[config.mk]
export PLATFORM = sky130hd
export DESIGN_NAME = bin2bcd_seq
export DESIGN_NICKNAME = d
export VERILOG_FILES = /design/src/rtl/bin2bcd_pkg.sv /design/src/rtl/bin2bcd_seq_add3.sv /design/src/rtl/bin2bcd_seq.sv
export SDC_FILE = /design/constraint.sdc
export NUM_CORES = 1
export LEC_CHECK = 0
export ABC_AREA = 1
export ABC_CLOCK_PERIOD_IN_PS = 2870
export CORE_UTILIZATION = 59
export CTS_CLUSTER_SIZE = 14
export DETAILED_ROUTE_END_ITERATION = 6
export GPL_TIMING_DRIVEN = 1
export HOLD_SLACK_MARGIN = 0.1
export PLACE_DENSITY = 0.87
export RECOVER_POWER = 25
export REMOVE_ABC_BUFFERS = 1
export SLEW_MARGIN = 20
export SYNTH_ARGS = -nofsm -noshare
export SYNTH_HDL_FRONTEND = slang
export SYNTH_SLANG_ARGS = --single-unit
[constraint.sdc]
create_clock -name clk -period 2.87 [get_ports clk]
set_input_delay 0.574 -clock clk [delete_from_list [all_inputs] [get_ports clk]]
set_output_delay 0.574 -clock clk [all_outputs]
set_load 0.02 [all_outputs]
[src/rtl/bin2bcd_pkg.sv]
// rtl/bin2bcd_pkg.sv - shared types and constants for the iterative binary-to-BCD converter
package bin2bcd_pkg;

    // Converter control states
    typedef enum logic [1:0] {
        IDLE  = 2'd0,
        SHIFT = 2'd1,
        FIN   = 2'd2
    } state_t;

    // Bits per BCD digit
    localparam int DIGIT_W = 4;

    // A digit at or above this value is corrected before the next shift
    localparam logic [DIGIT_W-1:0] ADJ_THRESH = 4'd5;

    // Correction added so that doubling a digit carries at ten instead of sixteen
    localparam logic [DIGIT_W-1:0] ADJ_ADD = 4'd3;

endpackage

[src/rtl/bin2bcd_seq_add3.sv]
// rtl/bin2bcd_seq_add3.sv - single-digit add-3 correction used before each doubling shift
module bcd_add3
    import bin2bcd_pkg::*;
(
    input  logic [DIGIT_W-1:0] din,
    output logic [DIGIT_W-1:0] dout
);

    // 4-bit add with no carry out; digits 5..9 become 8..12 so the following
    // shift pushes a carry into the next digit exactly when the doubled value >= 10
    assign dout = (din >= ADJ_THRESH) ? (din + ADJ_ADD) : din;

endmodule

[src/rtl/bin2bcd_seq.sv]
// rtl/bin2bcd_seq.sv - iterative double-dabble converter, one input bit per clock, with overflow flag
module bin2bcd_seq
    import bin2bcd_pkg::*;
#(
    parameter int BIN_W  = 12,
    parameter int DIGITS = 4,
    parameter int CNT_W  = $clog2(BIN_W + 1)
) (
    input  logic                        clk,
    input  logic                        rst_n,
    input  logic                        start,
    input  logic [BIN_W-1:0]            value,
    output logic                        busy,
    output logic                        done,
    output logic [DIGIT_W*DIGITS-1:0]   bcd,
    output logic                        overflow
);

    localparam int BCD_W = DIGIT_W * DIGITS;
    localparam int TOT_W = BCD_W + BIN_W;

    state_t             state;
    logic [CNT_W-1:0]   cnt;
    logic [BIN_W-1:0]   sr;
    logic [BCD_W-1:0]   work;
    logic [BCD_W-1:0]   adj;
    logic               ovf_acc;
    logic [TOT_W-1:0]   cat;
    logic [TOT_W-1:0]   shifted;

    // Per-digit correction of the working digits ahead of the shift
    for (genvar i = 0; i < DIGITS; i++) begin : g_adj
        bcd_add3 u_add3 (
            .din  (work[i*DIGIT_W +: DIGIT_W]),
            .dout (adj[i*DIGIT_W +: DIGIT_W])
        );
    end

    // Corrected digits and remaining binary bits form one shift chain; the bit
    // leaving the top is the carry out of the most significant digit
    assign cat     = {adj, sr};
    assign shifted = {cat[TOT_W-2:0], 1'b0};

    // Control FSM, datapath registers and registered outputs
    always_ff @(posedge clk or negedge rst_n) begin
        if (!rst_n) begin
            state    <= IDLE;
            busy     <= 1'b0;
            done     <= 1'b0;
            bcd      <= '0;
            overflow <= 1'b0;
            sr       <= '0;
            work     <= '0;
            ovf_acc  <= 1'b0;
            cnt      <= '0;
        end else begin
            done <= 1'b0;
            case (state)
                IDLE: begin
                    if (start) begin
                        sr      <= value;
                        work    <= '0;
                        ovf_acc <= 1'b0;
                        cnt     <= CNT_W'(BIN_W);
                        busy    <= 1'b1;
                        state   <= SHIFT;
                    end
                end
                SHIFT: begin
                    work    <= shifted[TOT_W-1:BIN_W];
                    sr      <= shifted[BIN_W-1:0];
                    ovf_acc <= ovf_acc | cat[TOT_W-1];
                    cnt     <= cnt - CNT_W'(1);
                    if (cnt == CNT_W'(1)) begin
                        busy  <= 1'b0;
                        state <= FIN;
                    end
                end
                FIN: begin
                    bcd      <= work;
                    overflow <= ovf_acc;
                    done     <= 1'b1;
                    if (start) begin
                        sr      <= value;
                        work    <= '0;
                        ovf_acc <= 1'b0;
                        cnt     <= CNT_W'(BIN_W);
                        busy    <= 1'b1;
                        state   <= SHIFT;
                    end else begin
                        state <= IDLE;
                    end
                end
                default: begin
                    busy  <= 1'b0;
                    state <= IDLE;
                end
            endcase
        end
    end

endmodule
[After elaboration in Yosys (flattened, before gate mapping)]
Index checks and enable logic that the tools add are counted.
Cells by class
  multiplexer cells: 20
  magnitude comparators: 4
  bitwise logic cells: 1
  add/sub/neg operators: 5
  eq/ne operators: 6
  reduce and logical (&&, ||, !) cells: 6
Operator list (count)
  one-hot mux 16 bit (2 select lines): 1
  one-hot mux 12 bit (2 select lines): 1
  2-to-1 mux 4 bit: 5
  adder 4 x 2 -> 4 bit, second input constant: 4
  >= comparator 4 x 3 -> 1 bit, second input constant: 4
  2-to-1 mux 16 bit: 1
  2-to-1 mux 12 bit: 1
  one-hot mux 4 bit (2 select lines): 1
  one-hot mux 2 bit (3 select lines): 1
  AND reduction 2 bit: 3
  2-to-1 mux 1 bit: 5
  equality test 4 x 1 -> 1 bit, second input constant: 1
  2-to-1 mux 2 bit: 2
  != test 2 bit, second input constant: 2
  one-hot mux 1 bit (2 select lines): 2
  subtractor 4 x 1 -> 4 bit, second input constant: 1
  equality test 2 x 1 -> 1 bit, second input constant: 1
  equality test 2 bit, second input constant: 1
  zero test 2 bit: 1
  != test 2 x 1 -> 1 bit, second input constant: 1
  nonzero test 2 bit: 1
  OR reduction 2 bit: 1
  bitwise OR 1 bit: 1
Storage, ports and cells
  output and inout bits: 19
  word-level logic and storage cells: 51
  flip-flop bits (word level): 54

[Longest topological paths before layout]
Gate-level depths: netlist of run 1.
  word-level depth: 4
  gate-level depth with buffers: 8
  gate-level depth less buffers: 8

[By module]
Synthesis of run 1 repeated with hierarchy kept, for this count alone.
Unflattened totals
  cells, all modules: 336
  area, all modules: 2763.9 um2
By module, submodules not included
  bin2bcd_seq: sequential area each 1351.3 um2, area an instance 2223.4 um2, cells each 244, instances 1
  bcd_add3: sequential area each 0.0 um2, area an instance 135.1 um2, cells each 23, instances 4

[Worst setup path before layout of run 1]
Ideal clock, no wire load.
  path type: in2reg
  start: in start
  end: reg cnt[3]
  data required time: 2.744 ns
  arrival time: 1.016 ns
  path slack: 1.728 ns
  stages: 5
  setup time: 0.126 ns
  cells stage by stage: nand2_4 nand2_4 buf_6 nand3_1 nand3_1
Between the ends
  longest elaborated chain between the ends: 2
RTL lines
  from (decl): line bin2bcd_seq.sv:11  | input logic start,
  != test 2 x 1 -> 1 bit (no line)
  AND reduction 2 bit (no line)
  to (signal assigned): line bin2bcd_seq.sv:64  | cnt <= CNT_W'(BIN_W);
  to (signal assigned): line bin2bcd_seq.sv:73  | cnt <= cnt - CNT_W'(1);
  to (signal assigned): line bin2bcd_seq.sv:87  | cnt <= CNT_W'(BIN_W);
  to (decl): line bin2bcd_seq.sv:23  | logic [CNT_W-1:0] cnt;
No other way between the ends.
A chain may end at the register's enable or synchronous reset.

[Worst setup path in the final report of run 1]
  start: reg bcd[1]
  end: out bcd[1]
RTL lines
  from (decl): line bin2bcd_seq.sv:15  | output logic [DIGIT_W*DIGITS-1:0] bcd,
  from (signal assigned): line bin2bcd_seq.sv:80  | bcd <= work;
No word-level cell between the ends.

==> flow_metrics.py, run 1 <==
metrics = {
    "status": {
        "outcome": "complete, no violations",
    },
    "cells_and_area": {
        "areaGrowthSynthToFinish_pct": 16.0,
        "final_area_mm2": 0.00302,
        "nNetsFinal": 366,
        "fin_util": 0.734,
        "antenna_cells": 0,
        "layout-drive-gt1-share": 0.0409,
    },
    "global_route": {
        "grt_pass1_vias": 1864,
        "grt_max_degree": 34,
        "grt-ovfl-total": 0,
        "grt_pass1_wl_um": 7750,
        "antenna_found_initial": 0,
        "grtUsageTotal": 0.228,
    },
    "logic_synthesis": {
        "synthCells": 308,
        "synth.largest_area_cell": "dfrtp_1",
        "synth_edf_count": 0,
        "syn_avg_cell_area_um2": 8.45,
        "yosysSeqAreaShare": 0.519,
        "ys_warn_count": 0,
        "yosys_register_bits": 54,
        "netlist_area_mm2": 0.00260,
        "synth_commonest_cells": "nand2_1 (113), dfrtp_1 (54), nand3_1 (34)",
        "synth_top_area_frac": 0.519,
        "ys_top_cells_by_area": "dfrtp_1 (52%), nand2_1 (16%), nand3_1 (6.5%), ha_1 (4.8%), inv_1 (4.2%)",
        "synthFlopType": "dfrtp_1",
        "async_reset_ff_frac": 1.00,
        "yosysUniqueCellTypes": 21,
        "post-synth-top-count-cell": "nand2_1",
    },
    "power_and_ir_drop": {
        "p_per_area_mw_per_mm2": 1150,
        "p_leak_nw": 1.52,
        "vdd_drop_max_mv": 0.527,
    },
    "floorplanning": {
        "die_h_um": 68.4,
        "die_w_um": 68.4,
        "initial_core_util": 0.632,
        "rows": 23,
        "coreArea_mm2": 0.00412,
        "die_area_mm2": 0.00468,
        "io_pins": 34,
    },
    "timing": {
        "worst_pin_slew_ns": 0.980,
        "setup_violations": 0,
        "skew_ns": 0.00749,
        "drv_slew": 0,
        "slew_headroom": 0.347,
        "fin_setup_tns_ns": 0,
        "fin_crit_sh": 0.646,
        "hold_violations": 0,
        "rsz0062_at_grt": "no",
        "min_period_ns": 1.85,
        "fmax_mhz": 540,
    },
    "drt": {
        "vias_per_cell": 5.20,
        "num_vias": 2038,
        "drt_iter0_markers": 130,
        "first_pass_iters": 4,
        "routedWlPerCell_um": 11.7,
        "ant_nets": 0,
        "wl_um": 4570,
        "drc": 0,
    },
    "worst_setup_path": {
        "critPathCaptureType": "primary output",
        "r2r_cells": 3,
        "cp_num_cells": 1,
        "cp.arrival_ns": 1.28,
        "slowest_delay_ns": 0.61,
        "cp_cell_sequence": "clkdlybuf4s50_1",
        "critPathMaxFanout": 2,
        "crit_family": "buffers and inverters",
        "crit_buf_inv": 1,
        "cp_slowest_cell": "clkdlybuf4s50_1",
        "startpoint_type": "flop",
        "criticalPathCategory": "reg -> out",
        "worstPathRequired_ns": 2.30,
    },
    "placement": {
        "place.gp.congestion": 0.852,
        "portBuffers": 33,
        "dpl_cell_area_mm2": 0.00292,
        "hpwl_um": 3250,
    },
    "worst_hold_path": {
        "min_path_type": "in -> async",
    },
    "clocking": {
        "postCtsSetupBuffers": 0,
        "clk_pin_slew_ns": 0.09,
        "cts_repair_resize_count": 0,
        "ctsRootBufferMaster": "clkbuf_8",
        "cts_buffer_depth": 2,
        "ctsHtreeMaxLevel": 2,
        "tritoncts": "built",
        "cts.sinks": 54,
        "postCtsHoldBufs": 0,
        "clk-insertion-delay-late_ns": 0.31,
        "numCtsBuffers": 5,
    },
    "flow_run": {
        "max_cap_viol_count": 0,
    },
}
## cells in the final DEF (no fill, tap or decap), types with 5 or more instances in the layout
cell type / netlist / layout
dfrtp_1: 54 / 54
nor2_1: 7 / 8
clkbuf_8: 0 / 5
o21ai_1: 8 / 8
nand4_1: 8 / 8
o21ai_0: 21 / 21
nand2_1: 113 / 113
inv_1: 29 / 29
ha_1: 10 / 10
clkdlybuf4s50_1: 0 / 32
nand3_1: 34 / 34
## kinds of logic after synthesis
logic type	after synthesis	share of synthesized area
buffers and inverters	41	0.0808
adder cells (fa/ha/maj)	10	0.0481
AND/OR/NAND/NOR	167	0.275
AO/OA/AOI/OAI	36	0.0769
flip-flops	54	0.519
## per-stage QoR
step / power (mW) / worst slack, ns / instances / hold WS [ns]
2_1_floorplan: 2.48 / 1.66 / 299 / 0.278
3_3_place_gp: 2.94 / 1.13 / 384 / 0.455
3_5_place_dp: 3.01 / 1.09 / 384 / 0.458
4_1_cts: 3.51 / 0.994 / 392 / 0.193
5_1_grt: 3.82 / 0.956 / 392 / 0.475
6_report: 3.48 / 1.02 / 392 / 0.396
## sequential cells by signal (all words and copies together), names as in the netlist
| name | count |
|---|---|
| bcd | 16 |
| work | 16 |
| sr | 12 |
| cnt | 4 |
| state | 2 |
| busy | 1 |
| done | 1 |
| overflow | 1 |
| ovf_acc | 1 |
## path summary, 6_finish.rpt
path	slack [ns]	endpoint	from
worst max-delay path	1.02	bcd[1]	bcd[1]
worst min-delay path	0.40	bcd[8]	rst_n
worst max register to register	1.35	bcd[3]	state[0]
worst min register to register	0.47	overflow	overflow
max in group asynchronous	1.23	work[7]	rst_n
min in group clk	0.47	overflow	overflow
## power breakdown
part           internal (mW)  switching [mW]
sequential              1.11           0.225
clock                  0.261           0.230
combinational          0.648            1.01
total                   2.02            1.47
## routing by layer
layer / vias up / part of all wire / global-route usage
li1: 1058 / - / -
met4: 0 / 0.019 / 0.112
met2: 47 / 0.47 / 0.366
met3: 9 / 0.037 / 0.0567
met5: - / 0 / 0
met1: 924 / 0.48 / 0.285
## cell type report
cell class / instances / area (um^2)
flip-flops and latches: 54 / 1350
inverters: 32 / 125
repair buffers: 35 / 335
clock buffers: 7 / 76.3
fillers: 325 / 1100
multi-input cells: 213 / 1040
clock inverters: 1 / 30.0
well taps: 50 / 62.6
Note: power is estimated with default switching activity, not from simulation.
==> run 2, diff against run 1 <==
ABC_CLOCK_PERIOD_IN_PS = 1900   (was 2870)
CORE_UTILIZATION = 55   (was 59)
PLACE_DENSITY = 0.82   (was 0.87)
clock period = 1.9 ns   (was 2.87 ns; I/O delays follow)
==> flow_metrics.py, run 2 (synthesis gave the netlist of run 1 again) <==
metrics = {
    "cells_and_area": {
        "nNetsFinal": 366,
        "fin_util": 0.690,
        "layout_common_cells": "nand2_1 (113), dfrtp_1 (54), nand3_1 (34)",
        "fin_cells": 394,
        "layout-drive-gt1-share": 0.0497,
        "areaGrowthSynthToFinish_pct": 17.8,
        "antenna_cells": 0,
        "final_common_cell": "nand2_1",
        "reg_top3": "bcd: 16 flops, work: 16 flops, sr: 12 flops",
    },
    "drt": {
        "vias_per_cell": 5.27,
        "drt_iter0_markers": 207,
        "first_pass_iters": 6,
        "ant_nets": 0,
        "num_vias": 2076,
        "drc": 0,
        "routedWlPerCell_um": 11.8,
        "wl_um": 4640,
    },
    "clocking": {
        "clk-insertion-delay-late_ns": 0.31,
        "clk_pin_slew_ns": 0.09,
        "numCtsBuffers": 5,
        "cts_repair_resize_count": 0,
        "cts.sinks": 54,
        "ctsRootBufferMaster": "clkbuf_8",
        "ctsHtreeMaxLevel": 2,
        "tritoncts": "built",
        "cts_buffer_depth": 2,
    },
    "global_route": {
        "antenna_found_initial": 0,
        "grt-ovfl-total": 0,
        "grt_pass1_wl_um": 8220,
        "grt_pass1_vias": 1902,
        "grt_max_degree": 55,
        "grtUsageTotal": 0.208,
    },
    "timing": {
        "hold_violations": 0,
        "setup_violations": 0,
        "min_period_ns": 1.66,
        "rsz0062_at_grt": "no",
        "fin_setup_tns_ns": 0,
        "fin_crit_sh": 0.873,
        "fin_ws_ns": 0.242,
        "slew_headroom": 0.450,
        "worst_pin_slew_ns": 0.824,
        "fmax_mhz": 603,
        "skew_ns": 0.00467,
        "drv_slew": 0,
    },
    "power_and_ir_drop": {
        "vdd_drop_max_mv": 1.00,
        "p_sw_mw": 2.25,
        "pwr-share-comb": 0.464,
        "sw_frac_of_total": 0.411,
        "seqPwrFrac": 0.367,
        "total_power_mw": 5.46,
        "internal_power_mw": 3.22,
        "p_per_area_mw_per_mm2": 1780,
        "clkPwrFrac": 0.169,
        "p_leak_nw": 1.55,
    },
    "worst_setup_path": {
        "criticalPathCategory": "reg -> out",
        "cp_num_cells": 1,
        "critPathCaptureType": "primary output",
        "cp.arrival_ns": 1.28,
        "crit_buf_inv": 1,
        "crit_family": "buffers and inverters",
        "worstPathRequired_ns": 1.52,
        "slowest_delay_ns": 0.60,
        "critPathMaxFanout": 2,
        "r2r_cells": 4,
        "cp_cell_sequence": "clkdlybuf4s50_1",
        "cp_slowest_cell": "clkdlybuf4s50_1",
        "startpoint_type": "flop",
    },
    "status": {
        "outcome": "complete, no violations",
    },
    "floorplanning": {
        "initial_core_util": 0.586,
        "io_pins": 34,
        "die_h_um": 70.8,
        "rows": 24,
        "coreArea_mm2": 0.00444,
        "die_w_um": 70.8,
        "die_area_mm2": 0.00501,
    },
    "placement": {
        "hpwl_um": 3120,
        "place.gp.congestion": 0.853,
        "pre_cts_slack_ns": 0.319,
        "portBuffers": 33,
        "dp_cells": 385,
    },
    "flow_run": {
        "max_cap_viol_count": 0,
    },
    "worst_hold_path": {
        "min_path_type": "reg -> reg",
        "hold_path_depth": 2,
    },
}
## run 2: power groups by stage
stage	clock (mW)	sequential [mW]	combinational [mW]
floorplan	0	2.16	1.58
global placement	0	2.01	2.44
detailed placement	0	2.02	2.53
CTS	0.941	2.01	2.56
global route	0.989	2.07	2.89
finish	0.924	2.01	2.53
## run 2: metrics by stage
stage | area (um^2) | hold slack [ns]
floorplan | 2520 | 0.0844
global placement | 2930 | 0.396
detailed placement | 2930 | 0.395
CTS | 3080 | 0.492
global route | 3070 | 0.510
finish | 3070 | 0.479
## run 2: worst paths after layout
| kind | slack [ns] | end | from |
|---|---|---|---|
| max | 0.24 | overflow | overflow |
| min | 0.48 | busy | busy |
| max reg2reg | 0.35 | bcd[15] | state[0] |
| min reg2reg | 0.48 | busy | busy |
| max in group asynchronous | 0.66 | work[4] | rst_n |
| min in group asynchronous | 0.76 | bcd[5] | rst_n |
## run 2: repair_timing
| action | 4_1_cts | 5_1_grt |
|---|---|---|
| setup buffers | 0 | 0 |
| hold endpoints to repair | 54 | 0 |
| endpoints found under the setup margin | 0 | 0 |
| hold buffers | 1 | 0 |
## run 2: layer usage
metal	vias up	wire, um	share of wire	global-route usage
met3	8	176	0.038	0.0513
met2	54	2210	0.48	0.344
met4	0	77	0.017	0.0800
met1	959	2180	0.47	0.266
met5	-	0	0	0
li1	1055	-	-	-
## run 2: layout make-up
class	instances	area [um^2]
clock buffer	6	82.6
clock inverter	2	60.1
fill	365	1380
inverter	32	125
multi-input combinational	213	1040
sequential	54	1350
tap	52	65.1
timing repair buffer	35	343
==> run 3, diff against run 2 <==
ABC_AREA = default   (was 1)
CORE_UTILIZATION = 54   (was 55)
PLACE_DENSITY = 0.81   (was 0.82)
==> flow_metrics.py, run 3 <==
metrics = {
    "status": {
        "outcome": "complete, no violations",
    },
    "logic_synthesis": {
        "ys_top_cells_by_area": "dfrtp_1 (54%), nand2_1 (5.7%), ha_1 (5.0%), o21ai_0 (3.4%), a22oi_1 (3.3%)",
        "post-synth-top-count-cell": "dfrtp_1",
        "synthCells": 221,
        "syn_avg_cell_area_um2": 11.4,
        "synthFlopType": "dfrtp_1",
        "synth_top_family_by_area": "compound AO/OA/AOI/OAI gates",
        "synth_compound_area_frac": 0.150,
        "synth_edf_count": 0,
        "ys_warn_count": 0,
        "yosysUniqueCellTypes": 32,
        "synthAdderAreaFrac": 0.0497,
        "synthSimpleGateAreaFrac": 0.132,
        "synth_top_area_frac": 0.537,
        "synth.largest_area_cell": "dfrtp_1",
        "async_reset_ff_frac": 1.00,
        "synth_commonest_cells": "dfrtp_1 (54), nand2_1 (38), o21ai_0 (17)",
        "netlist_area_mm2": 0.00252,
        "synth_mux_area_frac": 0.0567,
        "synth_xor_area_frac": 0.0174,
        "yosys_register_bits": 54,
        "yosysSeqAreaShare": 0.537,
    },
    "floorplanning": {
        "io_pins": 34,
        "die_w_um": 70.3,
        "initial_core_util": 0.570,
        "die_h_um": 70.3,
        "die_area_mm2": 0.00494,
        "coreArea_mm2": 0.00441,
        "rows": 24,
    },
    "worst_setup_path": {
        "critPathCaptureType": "primary output",
        "crit_buf_inv": 1,
        "startpoint_type": "flop",
        "r2r_cells": 6,
        "cp.arrival_ns": 1.31,
        "worstReg2RegStart": "work[12]",
        "rrSetupSlack_ns": 0.35,
        "slowest_delay_ns": 0.61,
        "crit_family": "buffers and inverters",
        "cp_num_cells": 1,
        "worstPathRequired_ns": 1.52,
        "critPathMaxFanout": 3,
        "cp_cell_sequence": "clkdlybuf4s50_1",
        "crit_start": "busy",
        "endpoint": "busy",
        "rr_endpoint": "work[14]",
        "criticalPathCategory": "reg -> out",
        "cp_slowest_cell": "clkdlybuf4s50_1",
    },
    "drt": {
        "vias_per_cell": 5.57,
        "routedWlPerCell_um": 13.8,
        "ant_nets": 0,
        "first_pass_iters": 5,
        "drt_iter0_markers": 129,
        "wl_um": 4260,
        "num_vias": 1717,
        "drc": 0,
    },
    "placement": {
        "place.gp.congestion": 0.740,
        "dp_cells": 299,
        "hpwl_um": 2970,
        "portBuffers": 33,
    },
    "flow_run": {
        "max_cap_viol_count": 0,
    },
    "cells_and_area": {
        "multiInputGateArea_mm2": 0.00103,
        "regArea_mm2": 0.00135,
        "fin_cells": 308,
        "layout-drive-gt1-share": 0.105,
        "layout_common_cells": "dfrtp_1 (54), nand2_1 (38), clkdlybuf4s50_1 (32)",
        "fin_util": 0.669,
        "antenna_cells": 0,
        "areaGrowthSynthToFinish_pct": 17.3,
        "final_common_cell": "dfrtp_1",
        "fill_cells": 352,
        "nNetsFinal": 280,
        "reg_top3": "bcd: 16 flops, work: 16 flops, sr: 12 flops",
    },
    "timing": {
        "slew_headroom": 0.208,
        "worst_pin_slew_ns": 1.19,
        "fmax_mhz": 591,
        "rsz0062_at_grt": "no",
        "min_period_ns": 1.69,
        "fin_crit_sh": 0.891,
        "drv_slew": 0,
        "setup_violations": 0,
        "skew_ns": 0.00649,
        "hold_violations": 0,
    },
    "clocking": {
        "numCtsBuffers": 5,
        "ctsHtreeMaxLevel": 2,
        "tritoncts": "built",
        "cts.sinks": 54,
        "clk_pin_slew_ns": 0.09,
        "ctsRootBufferMaster": "clkbuf_8",
        "clk-insertion-delay-late_ns": 0.32,
        "cts_buffer_depth": 2,
        "postCtsSetupBuffers": 0,
    },
    "global_route": {
        "grtUsageTotal": 0.200,
        "grt_pass1_wl_um": 7640,
        "grt-ovfl-total": 0,
        "grt_max_degree": 35,
        "grt_pass1_vias": 1641,
        "antenna_found_initial": 0,
    },
    "power_and_ir_drop": {
        "vdd_drop_max_mv": 0.789,
        "p_leak_nw": 1.37,
        "p_per_area_mw_per_mm2": 1670,
    },
    "worst_hold_path": {
        "min_from": "bcd[1]",
        "min_path_type": "reg -> reg",
    },
}
## run 3: changes by cell type after synthesis, moves of 5 or more
cell	previous run	this run
nand2_1	113	38
nand3_1	34	1
a22oi_1	0	11
a21oi_1	0	9
o21ai_1	8	0
inv_1	29	11
xnor2_1	0	5
nand2b_1	0	6
nand4_1	8	0
mux2_2	0	6
o22ai_1	2	8
## run 3: power by group
| part | switching [mW] | internal (mW) |
|---|---|---|
| clock network | 0.375 | 0.293 |
| registers | 0.355 | 1.65 |
| logic | 1.17 | 1.10 |
## run 3: worst min path at each step
| stage | endpoint | slack (ns) | cells after the start |
|---|---|---|---|
| 6_report | bcd[1] | 0.48 | 2 |
| 3_3_place_gp | done | 0.36 | 1 |
| 2_1_floorplan | bcd[0] | 0.08 | 0 |
| 4_1_cts | bcd[1] | 0.49 | 2 |
| 3_5_place_dp | done | 0.38 | 1 |
| 5_1_grt | sr[4] | 0.52 | 2 |
## run 3: routing by layer
layer | GRT usage | routed length, um | vias to the layer above
li1 | - | - | 842
met1 | 0.270 | 1950 | 834
met2 | 0.310 | 2080 | 35
met3 | 0.0563 | 167 | 6
met4 | 0.0667 | 59 | 0
met5 | 0 | 0 | -
## run 3: kinds of logic (layout without fill, tap and decap cells)
| kind of cell | Yosys count | count (layout) |
|---|---|---|
| compound gates | 58 | 58 |
| flops | 54 | 54 |
| fa+ha+maj | 10 | 10 |
| mux | 12 | 12 |
| buf+inv | 22 | 57 |
| simple gates | 60 | 60 |
| xor+xnor | 5 | 5 |
## run 3: layout make-up
| type | instances | share of cell area |
|---|---|---|
| sequential | 54 | 0.457 |
| multi-input combinational | 145 | 0.348 |
| timing repair buffer | 38 | 0.127 |
| clock buffer | 6 | 0.0280 |
| tap | 52 | 0.0220 |
| inverter | 11 | 0.0140 |
| clock inverter | 2 | 0.00424 |
## run 3: repair_timing
action | CTS | global route
setup endpoints to repair | 0 | 13
gates resized for setup | 0 | 1
endpoints found under the hold margin | 20 | 0
hold buffers | 1 | 0
## run 3: metrics by stage
| stage | total power [mW] | TNS [ns] | setup WS [ns] | hold WS [ns] | cell area, um^2 |
|---|---|---|---|---|---|
| floorplan | 3.53 | -0.0859 | -0.0286 | 0.0844 | 2410 |
| global placement | 4.19 | 0 | 0.104 | 0.361 | 2850 |
| detailed placement | 4.30 | 0 | 0.0279 | 0.378 | 2850 |
| CTS | 4.97 | 0 | 0.0236 | 0.491 | 2950 |
| global route | 5.36 | 0 | 0.105 | 0.517 | 2950 |
| finish | 4.93 | 0 | 0.208 | 0.484 | 2950 |
